--- src/rtl/note_seq.sv ---
// note_seq: steps through a fixed 32-entry note ROM and emits timed note codes for a tone generator.
// Optional feature: define NOTE_SEQ_LOOP_EN for continuous playback; otherwise the song ends in DONE.
module note_seq #(
    parameter int unsigned time_beat = 25_000_000,
    parameter int unsigned gap_cyc   = 1_250_000,
    parameter int unsigned song_len  = 32
) (
    input  logic       clk,
    input  logic       rst,
    input  logic       play,
    output logic [2:0] note_code,
    output logic       note_stb,
    output logic       song_done,
    output logic       busy
);

    localparam logic [2:0]  NOTE_REST = 3'd0;
    localparam logic [2:0]  NOTE_DO   = 3'd1;
    localparam logic [2:0]  NOTE_RI   = 3'd2;
    localparam logic [2:0]  NOTE_MI   = 3'd3;
    localparam logic [2:0]  NOTE_FA   = 3'd4;
    localparam logic [2:0]  NOTE_SO   = 3'd5;
    localparam logic [2:0]  NOTE_LA   = 3'd6;

    localparam logic [4:0]  LAST_IDX  = 5'(song_len - 1);
    localparam logic [31:0] BEAT_CYC  = 32'(time_beat);
    localparam logic [31:0] GAP_CYC   = 32'(gap_cyc);

    typedef enum logic [1:0] {
        ST_IDLE,
        ST_PLAY,
        ST_PAUSE,
        ST_DONE
    } state_t;

    state_t      state, state_nxt;
    logic [4:0]  idx, idx_nxt;
    logic [31:0] timer, timer_nxt;
    logic        stb_nxt;

    logic [4:0]  entry;
    logic [2:0]  cur_note;
    logic [31:0] cur_dur;
    logic        last_cyc;
    logic        last_entry;

    // Each entry is {note, beats-1}; entries 0..3 are fixed, the rest is a free melody.
    function automatic logic [4:0] rom_entry(input logic [4:0] a);
        case (a)
            5'd0:  return {NOTE_DO,   2'd0};
            5'd1:  return {NOTE_MI,   2'd1};
            5'd2:  return {NOTE_SO,   2'd0};
            5'd3:  return {NOTE_REST, 2'd0};
            5'd4:  return {NOTE_DO,   2'd0};
            5'd5:  return {NOTE_DO,   2'd0};
            5'd6:  return {NOTE_SO,   2'd0};
            5'd7:  return {NOTE_SO,   2'd0};
            5'd8:  return {NOTE_LA,   2'd0};
            5'd9:  return {NOTE_LA,   2'd0};
            5'd10: return {NOTE_SO,   2'd1};
            5'd11: return {NOTE_FA,   2'd0};
            5'd12: return {NOTE_FA,   2'd0};
            5'd13: return {NOTE_MI,   2'd0};
            5'd14: return {NOTE_MI,   2'd0};
            5'd15: return {NOTE_RI,   2'd0};
            5'd16: return {NOTE_RI,   2'd0};
            5'd17: return {NOTE_DO,   2'd1};
            5'd18: return {NOTE_SO,   2'd0};
            5'd19: return {NOTE_SO,   2'd0};
            5'd20: return {NOTE_FA,   2'd0};
            5'd21: return {NOTE_FA,   2'd0};
            5'd22: return {NOTE_MI,   2'd0};
            5'd23: return {NOTE_MI,   2'd0};
            5'd24: return {NOTE_RI,   2'd1};
            5'd25: return {NOTE_SO,   2'd0};
            5'd26: return {NOTE_SO,   2'd0};
            5'd27: return {NOTE_FA,   2'd0};
            5'd28: return {NOTE_FA,   2'd0};
            5'd29: return {NOTE_MI,   2'd0};
            5'd30: return {NOTE_RI,   2'd0};
            5'd31: return {NOTE_DO,   2'd3};
        endcase
    endfunction

    function automatic logic [31:0] note_dur(input logic [1:0] beats);
        return ({30'd0, beats} + 32'd1) * BEAT_CYC;
    endfunction

    assign entry      = rom_entry(idx);
    assign cur_note   = entry[4:2];
    assign cur_dur    = note_dur(entry[1:0]);
    assign last_cyc   = (timer == cur_dur - 32'd1);
    assign last_entry = (idx == LAST_IDX);

    // The tail of every note is silent so repeated notes are heard as separate attacks.
    always_comb begin
        note_code = NOTE_REST;
        if (state == ST_PLAY && timer < cur_dur - GAP_CYC) begin
            note_code = cur_note;
        end
    end

    assign song_done = (state == ST_PLAY) && last_cyc && last_entry;
    assign busy      = (state == ST_PLAY) || (state == ST_PAUSE);

    always_comb begin
        state_nxt = state;
        idx_nxt   = idx;
        timer_nxt = timer;
        stb_nxt   = 1'b0;
        case (state)
            ST_IDLE: begin
                if (play) begin
                    state_nxt = ST_PLAY;
                    idx_nxt   = 5'd0;
                    timer_nxt = 32'd0;
                    stb_nxt   = 1'b1;
                end
            end
            ST_PLAY: begin
                timer_nxt = timer + 32'd1;
                state_nxt = play ? ST_PLAY : ST_PAUSE;
                // A note boundary always completes, even if play drops on that same cycle.
                if (last_cyc) begin
                    timer_nxt = 32'd0;
                    if (!last_entry) begin
                        idx_nxt = idx + 5'd1;
                        stb_nxt = 1'b1;
                    end else begin
`ifdef NOTE_SEQ_LOOP_EN
                        idx_nxt   = 5'd0;
                        stb_nxt   = 1'b1;
`else
                        idx_nxt   = 5'd0;
                        state_nxt = ST_DONE;
`endif
                    end
                end
            end
            ST_PAUSE: begin
                if (play) begin
                    state_nxt = ST_PLAY;
                end
            end
            ST_DONE: begin
                // Replay needs play to be released first.
                if (!play) begin
                    state_nxt = ST_IDLE;
                end
            end
            default: begin
                state_nxt = ST_IDLE;
            end
        endcase
    end

    always_ff @(posedge clk or negedge rst) begin
        if (!rst) begin
            state    <= ST_IDLE;
            idx      <= 5'd0;
            timer    <= 32'd0;
            note_stb <= 1'b0;
        end else begin
            state    <= state_nxt;
            idx      <= idx_nxt;
            timer    <= timer_nxt;
            note_stb <= stb_nxt;
        end
    end

endmodule
--- config.mk ---
export PLATFORM = sky130hd
export DESIGN_NAME = note_seq
export DESIGN_NICKNAME = d
export VERILOG_FILES = /design/src/rtl/note_seq.sv
export SDC_FILE = /design/constraint.sdc
export NUM_CORES = 1
export LEC_CHECK = 0
export BUFFER_PORTS_ARGS = -buffer_cell sky130_fd_sc_hd__buf_2
export CORE_AREA = 3 3 84 86
export CTS_BUF_LIST = sky130_fd_sc_hd__clkbuf_4
export DETAILED_ROUTE_END_ITERATION = 10
export DIE_AREA = 0 0 87 89
export PLACE_DENSITY_LB_ADDON = 0.12
export RECOVER_POWER = 50
export SETUP_SLACK_MARGIN = 0.5
export SYNTH_ARGS = -nofsm -noshare
export SYNTH_HDL_FRONTEND = slang
export SYNTH_SLANG_ARGS = --single-unit
--- constraint.sdc ---
create_clock -name clk -period 7.4 [get_ports clk]
set_input_delay 1.11 -clock clk [delete_from_list [all_inputs] [get_ports clk]]
set_output_delay 1.11 -clock clk [all_outputs]
set_load 0.1 [all_outputs]
==> impl_metrics.yaml, run 1 <==
logic_synthesis:
  synth_top_area_cell: "dfrtp_1"
  ys_ff_latch: 40
  yosysWarnings: 0
  synthCells: 405
  synth_area_leaders: "dfrtp_1 (29%), ha_1 (15%), nor2_1 (5.9%)"
  syn_area_per_cell_sq_um: 8.50
  synth_fp_nets: 450
  synth_top_area_share: 0.291
  syn_area_sq_um: 3440
  ys.flop_type: "dfrtp_1"
  synthArstFlopShare: 1.00
  synth_edf_count: 0
  ys_seq_area_frac: 0.291
  synth_cell_type_count: 60
flow_run:
  maxCapViolCount: 1
clocking:
  h-tree-depth: 2
  cts_root_buffer: "clkbuf_4"
  cts_tree: "yes"
  clkTransAtPathRegs_ns: 0.13
  cts_resized: 0
  cts_buffers: 5
  ctsLongestPathBuffers: 2
  cts_sinks: 40
  ctsHoldBuffers: 0
  clock_latency_ns: 0.36
  cts_setup_buffers: 0
global_route:
  grt_first_pass_wirelength_um: 13000
  track_usage: 0.213
  gr-total-overflow: 0
  grt_max_degree: 41
  antenna_found_initial: 0
  grt_pass1_vias: 2674
setup_path:
  critPathLaunchType: "register"
  path_class: "reg2out"
  path_cells: "inv_1 -> ha_1 -> mux2i_1 -> o211ai_4 -> inv_1 -> ha_1 -> inv_1 -> fa_1 -> a21oi_1 -> nor2_1 -> a21oi_1 -> xnor2_1 -> ha_1 -> a31o_2 -> a21oi_1 -> o21ai_0 -> nor4_2 -> buf_2"
  crit_family: "adder cells"
  cp_slowest_cell: "dfrtp_1"
  cp-end-kind: "primary output"
  path_max_fanout: 12
  cp.arrival_ns: 5.02
  worst_ep_required_time_ns: 6.29
  slowest_delay_ns: 0.50
  cp.buffers_inverters: 4
final_layout:
  final_cell_mix: "nor2_1 (54), ha_1 (41), dfrtp_1 (40)"
  multi_input_area_sq_um: 2300
  regArea_sq_um: 1000
  num-fill-cells: 557
  n_antenna_cell: 0
  nets: 450
  fin_util: 0.566
  drive_above_1_share: 0.0542
  layout_commonest_cell: "nor2_1"
  syn_to_final_growth_pct: 4.40
sta:
  fmax_mhz: 163
  period_needed_ns: 6.13
  slew_headroom: -0.489
  finalMaxSlewViolations: 41
  timing.setup.tns_ns: 0
  setup_viol: 0
  hold_viol: 0
  tightestPinTransition_ns: 2.23
  rsz0062_at_grt: "no"
  fin_crit_sh: 0.829
  fin_skew_ns: 0.0129
route:
  drc_errors: 0
  ant_nets: 0
  wl_per_cell_um: 15.7
  drt-vias-per-instance: 5.90
  wirelength_um: 7580
  drtIter0Drc: 133
  first_pass_iters: 5
  vias: 2851
floorplan:
  die_y_um: 89
  dieArea_sq_um: 7740
  rows: 29
  io_pins: 9
  initial_core_util: 0.542
  die_x_um: 87
  core_sq_um: 6350
status:
  violations: "max-capacitance violations, max-slew violations"
  status: "finished with violations"
power_and_ir_drop:
  p_per_area_nw_per_um2: 235
  peakVddDrop_v: 0.000206
  p_leak_nw: 1.55
place:
  dpl.hpwl_um: 5620
  port-buffer-count: 8
  place_congestion: 0.920
worst_hold_path:
  worst_hold_path_type: "reg2reg"
[cells in the mapped netlist (all sizes together) (2+ instances only)]
| master | instances |
|---|---|
| buf | 6 |
| o311ai | 2 |
| clkbuf | 9 |
| nand2b | 5 |
| nor3 | 10 |
| a21oi | 17 |
| a311oi | 2 |
| nand3 | 19 |
| nor4b | 4 |
| a31oi | 2 |
| o21ai | 14 |
| nand4 | 7 |
| a211oi | 2 |
| xor2 | 18 |
| nor4 | 9 |
| a21o | 4 |
| nand4b | 2 |
| and2 | 2 |
| ha | 41 |
| or3 | 7 |
| mux2i | 4 |
| nor2 | 54 |
| or4 | 4 |
| nor2b | 8 |
| inv | 21 |
| and4b | 2 |
| o22ai | 7 |
| dfrtp | 40 |
| o221ai | 2 |
| and3 | 6 |
| o211ai | 2 |
| a22o | 2 |
| a31o | 2 |
| nand2 | 32 |
| and4 | 3 |
| xnor2 | 18 |
[final timing paths]
| check | from | end | slack [ns] | depth (start not counted) |
|---|---|---|---|---|
| worst min register to register | timer[31] | timer[31] | 0.56 | 2 |
| max in group asynchronous | rst | timer[8] | 4.71 | 1 |
| min in group asynchronous | rst | timer[11] | 1.39 | 1 |
| worst max-delay path | idx[0] | note_code[2] | 1.27 | 18 |
| worst max register to register | idx[0] | idx[2] | 2.07 | 15 |
| worst min-delay path | timer[31] | timer[31] | 0.56 | 2 |
[per-stage QoR]
| stage | setup slack [ns] | cells | area [sq um] | total power, mW | hold slack [ns] |
|---|---|---|---|---|---|
| after floorplan | 0.752 | 405 | 3450 | 0.625 | 0.501 |
| after global placement | 1.88 | 475 | 3520 | 0.698 | 0.521 |
| after detailed placement | 1.69 | 475 | 3520 | 0.704 | 0.535 |
| after CTS | 1.28 | 483 | 3600 | 0.851 | 0.564 |
| after global routing | 0.833 | 483 | 3590 | 0.905 | 0.590 |
| final | 1.27 | 483 | 3590 | 0.843 | 0.560 |
[report_power, final]
part           switching (mW)  internal [mW]  total [mW]
Sequential             0.0307          0.243       0.274
Combinational           0.306          0.119       0.425
Clock                  0.0758         0.0690       0.145
[final cells by class]
type,count,area share
well taps,77,0.0268
flip-flops and latches,40,0.279
inverters,21,0.0219
clock inverters,3,0.0104
repair buffers,8,0.0101
multi-input cells,329,0.642
clock buffers,5,0.0104
[worst min-delay path: stages (launching register included)]
cell and delay [ns]:
dfrtp_1 0.38, xor2_1 0.07, nor2_1 0.08
[sequential cells by signal (all words and copies together), names as in the netlist]
name / count
idx: 5
note_stb: 1
state: 2
timer: 32
[metal layers]
metal,global-route usage,wire length [um]
met5,0,0
met4,0.0666,132
met3,0.0369,294
met2,0.313,3310
met1,0.317,3840
[logic make-up (layout without fill, tap and decap cells)]
kind of cell	Yosys count	in the layout	synth area share
compound gates	67	67	0.134
xor+xnor	36	36	0.0916
fa+ha+maj	42	42	0.155
buf+inv	36	37	0.0429
flops	40	40	0.291
mux	4	4	0.0116
other cells	1	1	0.00109
simple gates	179	179	0.273
(Power assumes the default switching activity.)
==> run 2: changes to the inputs <==
--- a/config.mk
+++ b/config.mk
@@ -5,11 +5,12 @@
 export SDC_FILE = /design/constraint.sdc
 export NUM_CORES = 1
 export LEC_CHECK = 0
+export ABC_AREA = 1
 export BUFFER_PORTS_ARGS = -buffer_cell sky130_fd_sc_hd__buf_2
-export CORE_AREA = 3 3 84 86
+export CORE_AREA = 3 3 89 91
 export CTS_BUF_LIST = sky130_fd_sc_hd__clkbuf_4
 export DETAILED_ROUTE_END_ITERATION = 10
-export DIE_AREA = 0 0 87 89
+export DIE_AREA = 0 0 92 94
 export PLACE_DENSITY_LB_ADDON = 0.12
 export RECOVER_POWER = 50
 export SETUP_SLACK_MARGIN = 0.5
==> constraint.sdc (replaced) <==
create_clock -name clk -period 6.2 [get_ports clk]
set_input_delay 0.93 -clock clk [delete_from_list [all_inputs] [get_ports clk]]
set_output_delay 0.93 -clock clk [all_outputs]
set_load 0.1 [all_outputs]
==> impl_metrics.yaml, run 2 <==
status:
  status: "finished with violations"
  violations: "max-capacitance violations, max-slew violations"
power_and_ir_drop:
  p_leak_nw: 1.78
  power_frac_comb: 0.569
  p_total_mw: 1.14
  switchingPower_mw: 0.626
  p_clk_frac: 0.161
  internal-power_mw: 0.511
  switching_share: 0.550
  p_seq_frac: 0.270
  peakVddDrop_v: 0.000415
  p_per_area_nw_per_um2: 278
logic_synthesis:
  ys.flop_type: "dfrtp_1"
  netlist_top_cells_count: "nand2_1 (94), inv_1 (59), nor2_1 (45)"
  synthArstFlopShare: 1.00
  syn_area_sq_um: 3930
  synth_top_area_share: 0.255
  synth_top_area_cell: "dfrtp_1"
  synth_area_leaders: "dfrtp_1 (25%), ha_1 (13%), nand2_1 (9.0%)"
  ys_ff_latch: 40
  synthCells: 512
  ys_seq_area_frac: 0.255
  synth_fp_nets: 557
  synth_cell_type_count: 42
  synth_edf_count: 0
  syn_area_per_cell_sq_um: 7.68
  synth.most_common_cell: "nand2_1"
  yosysWarnings: 0
route:
  drc_errors: 0
  vias: 3350
  first_pass_iters: 5
  wl_per_cell_um: 14.9
  drtIter0Drc: 243
  drt-vias-per-instance: 5.46
  wirelength_um: 9150
  ant_nets: 0
setup_path:
  path_class: "reg2out"
  path_max_fanout: 8
  r2r-end: "idx[3]"
  critPathLaunchType: "register"
  regToRegSetupSlack_ns: 2.26
  worst_ep_required_time_ns: 5.27
  worst_r2r_path_depth: 21
  worstReg2RegStart: "idx[1]"
  cp.arrival_ns: 4.33
  cp-end-kind: "primary output"
flow_run:
  maxCapViolCount: 1
global_route:
  grt_max_degree: 50
  grt.met1_usage: 0.313
  track_usage: 0.221
  gr-total-overflow: 0
  grt_pass1_vias: 3271
  antenna_found_initial: 0
  top_usage_layer: "met2"
  use_met2: 0.353
  grt_first_pass_wirelength_um: 15400
  met3_usage: 0.0256
floorplan:
  die_y_um: 94
  rows: 31
  die_x_um: 92
  initial_core_util: 0.545
  core_sq_um: 7210
  dieArea_sq_um: 8650
  io_pins: 9
worst_hold_path:
  min_from: "timer[1]"
  worst_hold_path_type: "reg2reg"
  min_to: "timer[1]"
  min_path_cells: 2
place:
  place_congestion: 0.912
  port-buffer-count: 8
  pre_cts_ws_ns: 0.988
  dpl.hpwl_um: 6990
sta:
  fin_skew_ns: 0.0122
  postLayoutSetupSlackWorst_ns: 0.943
  period_needed_ns: 5.26
  slew_headroom: -0.475
  hold_viol: 0
  fin_crit_sh: 0.848
  hold_ws_ns: 0.528
  fmax_mhz: 190
  finalMaxSlewViolations: 41
  tightestPinTransition_ns: 2.21
  rsz0062_at_grt: "no"
  setup_viol: 0
  timing.setup.tns_ns: 0
clocking:
  ctsLongestPathBuffers: 2
  clkTransAtPathRegs_ns: 0.14
  cts_resized: 0
  cts_setup_buffers: 0
  cts_sinks: 40
  cts_root_buffer: "clkbuf_4"
  h-tree-depth: 2
  cts_tree: "yes"
  cts_buffers: 5
  clock_latency_ns: 0.36
  ctsHoldBuffers: 0
final_layout:
  layout_commonest_cell: "nand2_1"
  top_regs: "timer (32), idx (5), state (2)"
  largest_register_ffs: 32
  nets: 559
  fin_util: 0.567
  regMostFlops: "timer"
  syn_to_final_growth_pct: 4.04
  n_antenna_cell: 0
  num-fill-cells: 702
  drive_above_1_share: 0.175
  final_cell_mix: "nand2_1 (94), inv_1 (59), nor2_1 (45)"
-- run 2: through the flow --
step / cells / instance area, sq um
after global placement: 606 / 4020
after CTS: 614 / 4100
after detailed placement: 606 / 4020
after global routing: 614 / 4090
after floorplan: 512 / 3930
final: 614 / 4090
-- run 2: how the worst max path moves through the flow --
stage	from	to	cells after the start
3_5_place_dp	idx[0]	note_code[1]	23
4_1_cts	idx[0]	note_code[2]	23
3_3_place_gp	idx[0]	note_code[1]	23
5_1_grt	idx[0]	note_code[2]	23
2_1_floorplan	idx[0]	note_code[0]	23
6_report	idx[0]	note_code[2]	18
-- run 2: power by group through the flow --
stage                     Sequential, mW  Combinational [mW]  Clock [mW]
after floorplan                    0.320               0.562           0
after global placement             0.309               0.655           0
after detailed placement           0.311               0.653           0
after CTS                          0.305               0.656       0.189
after global routing               0.310               0.713       0.197
final                              0.307               0.647       0.183
-- run 2: critical path, stage by stage, from the launching register on --
cell	delay, ns
dfrtp_2	0.46
inv_1	0.10
ha_1	0.25
nand2_4	0.09
nand2_1	0.05
nand2_1	0.06
nand2_2	0.09
nand2_4	0.14
ha_1	0.23
inv_1	0.13
fa_1	0.63
inv_1	0.11
ha_1	0.31
nand4_1	0.11
o311ai_0	0.44
a21oi_1	0.16
o21ai_1	0.27
nor2_1	0.06
buf_2	0.29
-- run 2: routing by layer --
metal | vias to the layer above | share of wire | wire length [um]
met5 | - | 0 | 0
met4 | 0 | 0.023 | 208
met3 | 14 | 0.035 | 317
met2 | 77 | 0.45 | 4100
met1 | 1555 | 0.49 | 4530
li1 | 1704 | - | -
-- run 2: logic make-up after synthesis --
kind of cell,count (synthesis),synth area share
compound gates,80,0.143
xor+xnor,34,0.0757
fa+ha+maj,42,0.136
buf+inv,80,0.0881
flops,40,0.255
other cells,1,0.000954
simple gates,235,0.303
-- run 2: final cells by class --
type | count | area (sq um) | area share
multi-input cells | 392 | 2590 | 0.632
well taps | 99 | 124 | 0.0303
clock inverters | 3 | 46.3 | 0.0113
flip-flops and latches | 40 | 1000 | 0.245
repair buffers | 9 | 43.8 | 0.0107
clock buffers | 5 | 37.5 | 0.00917
inverters | 66 | 250 | 0.0612
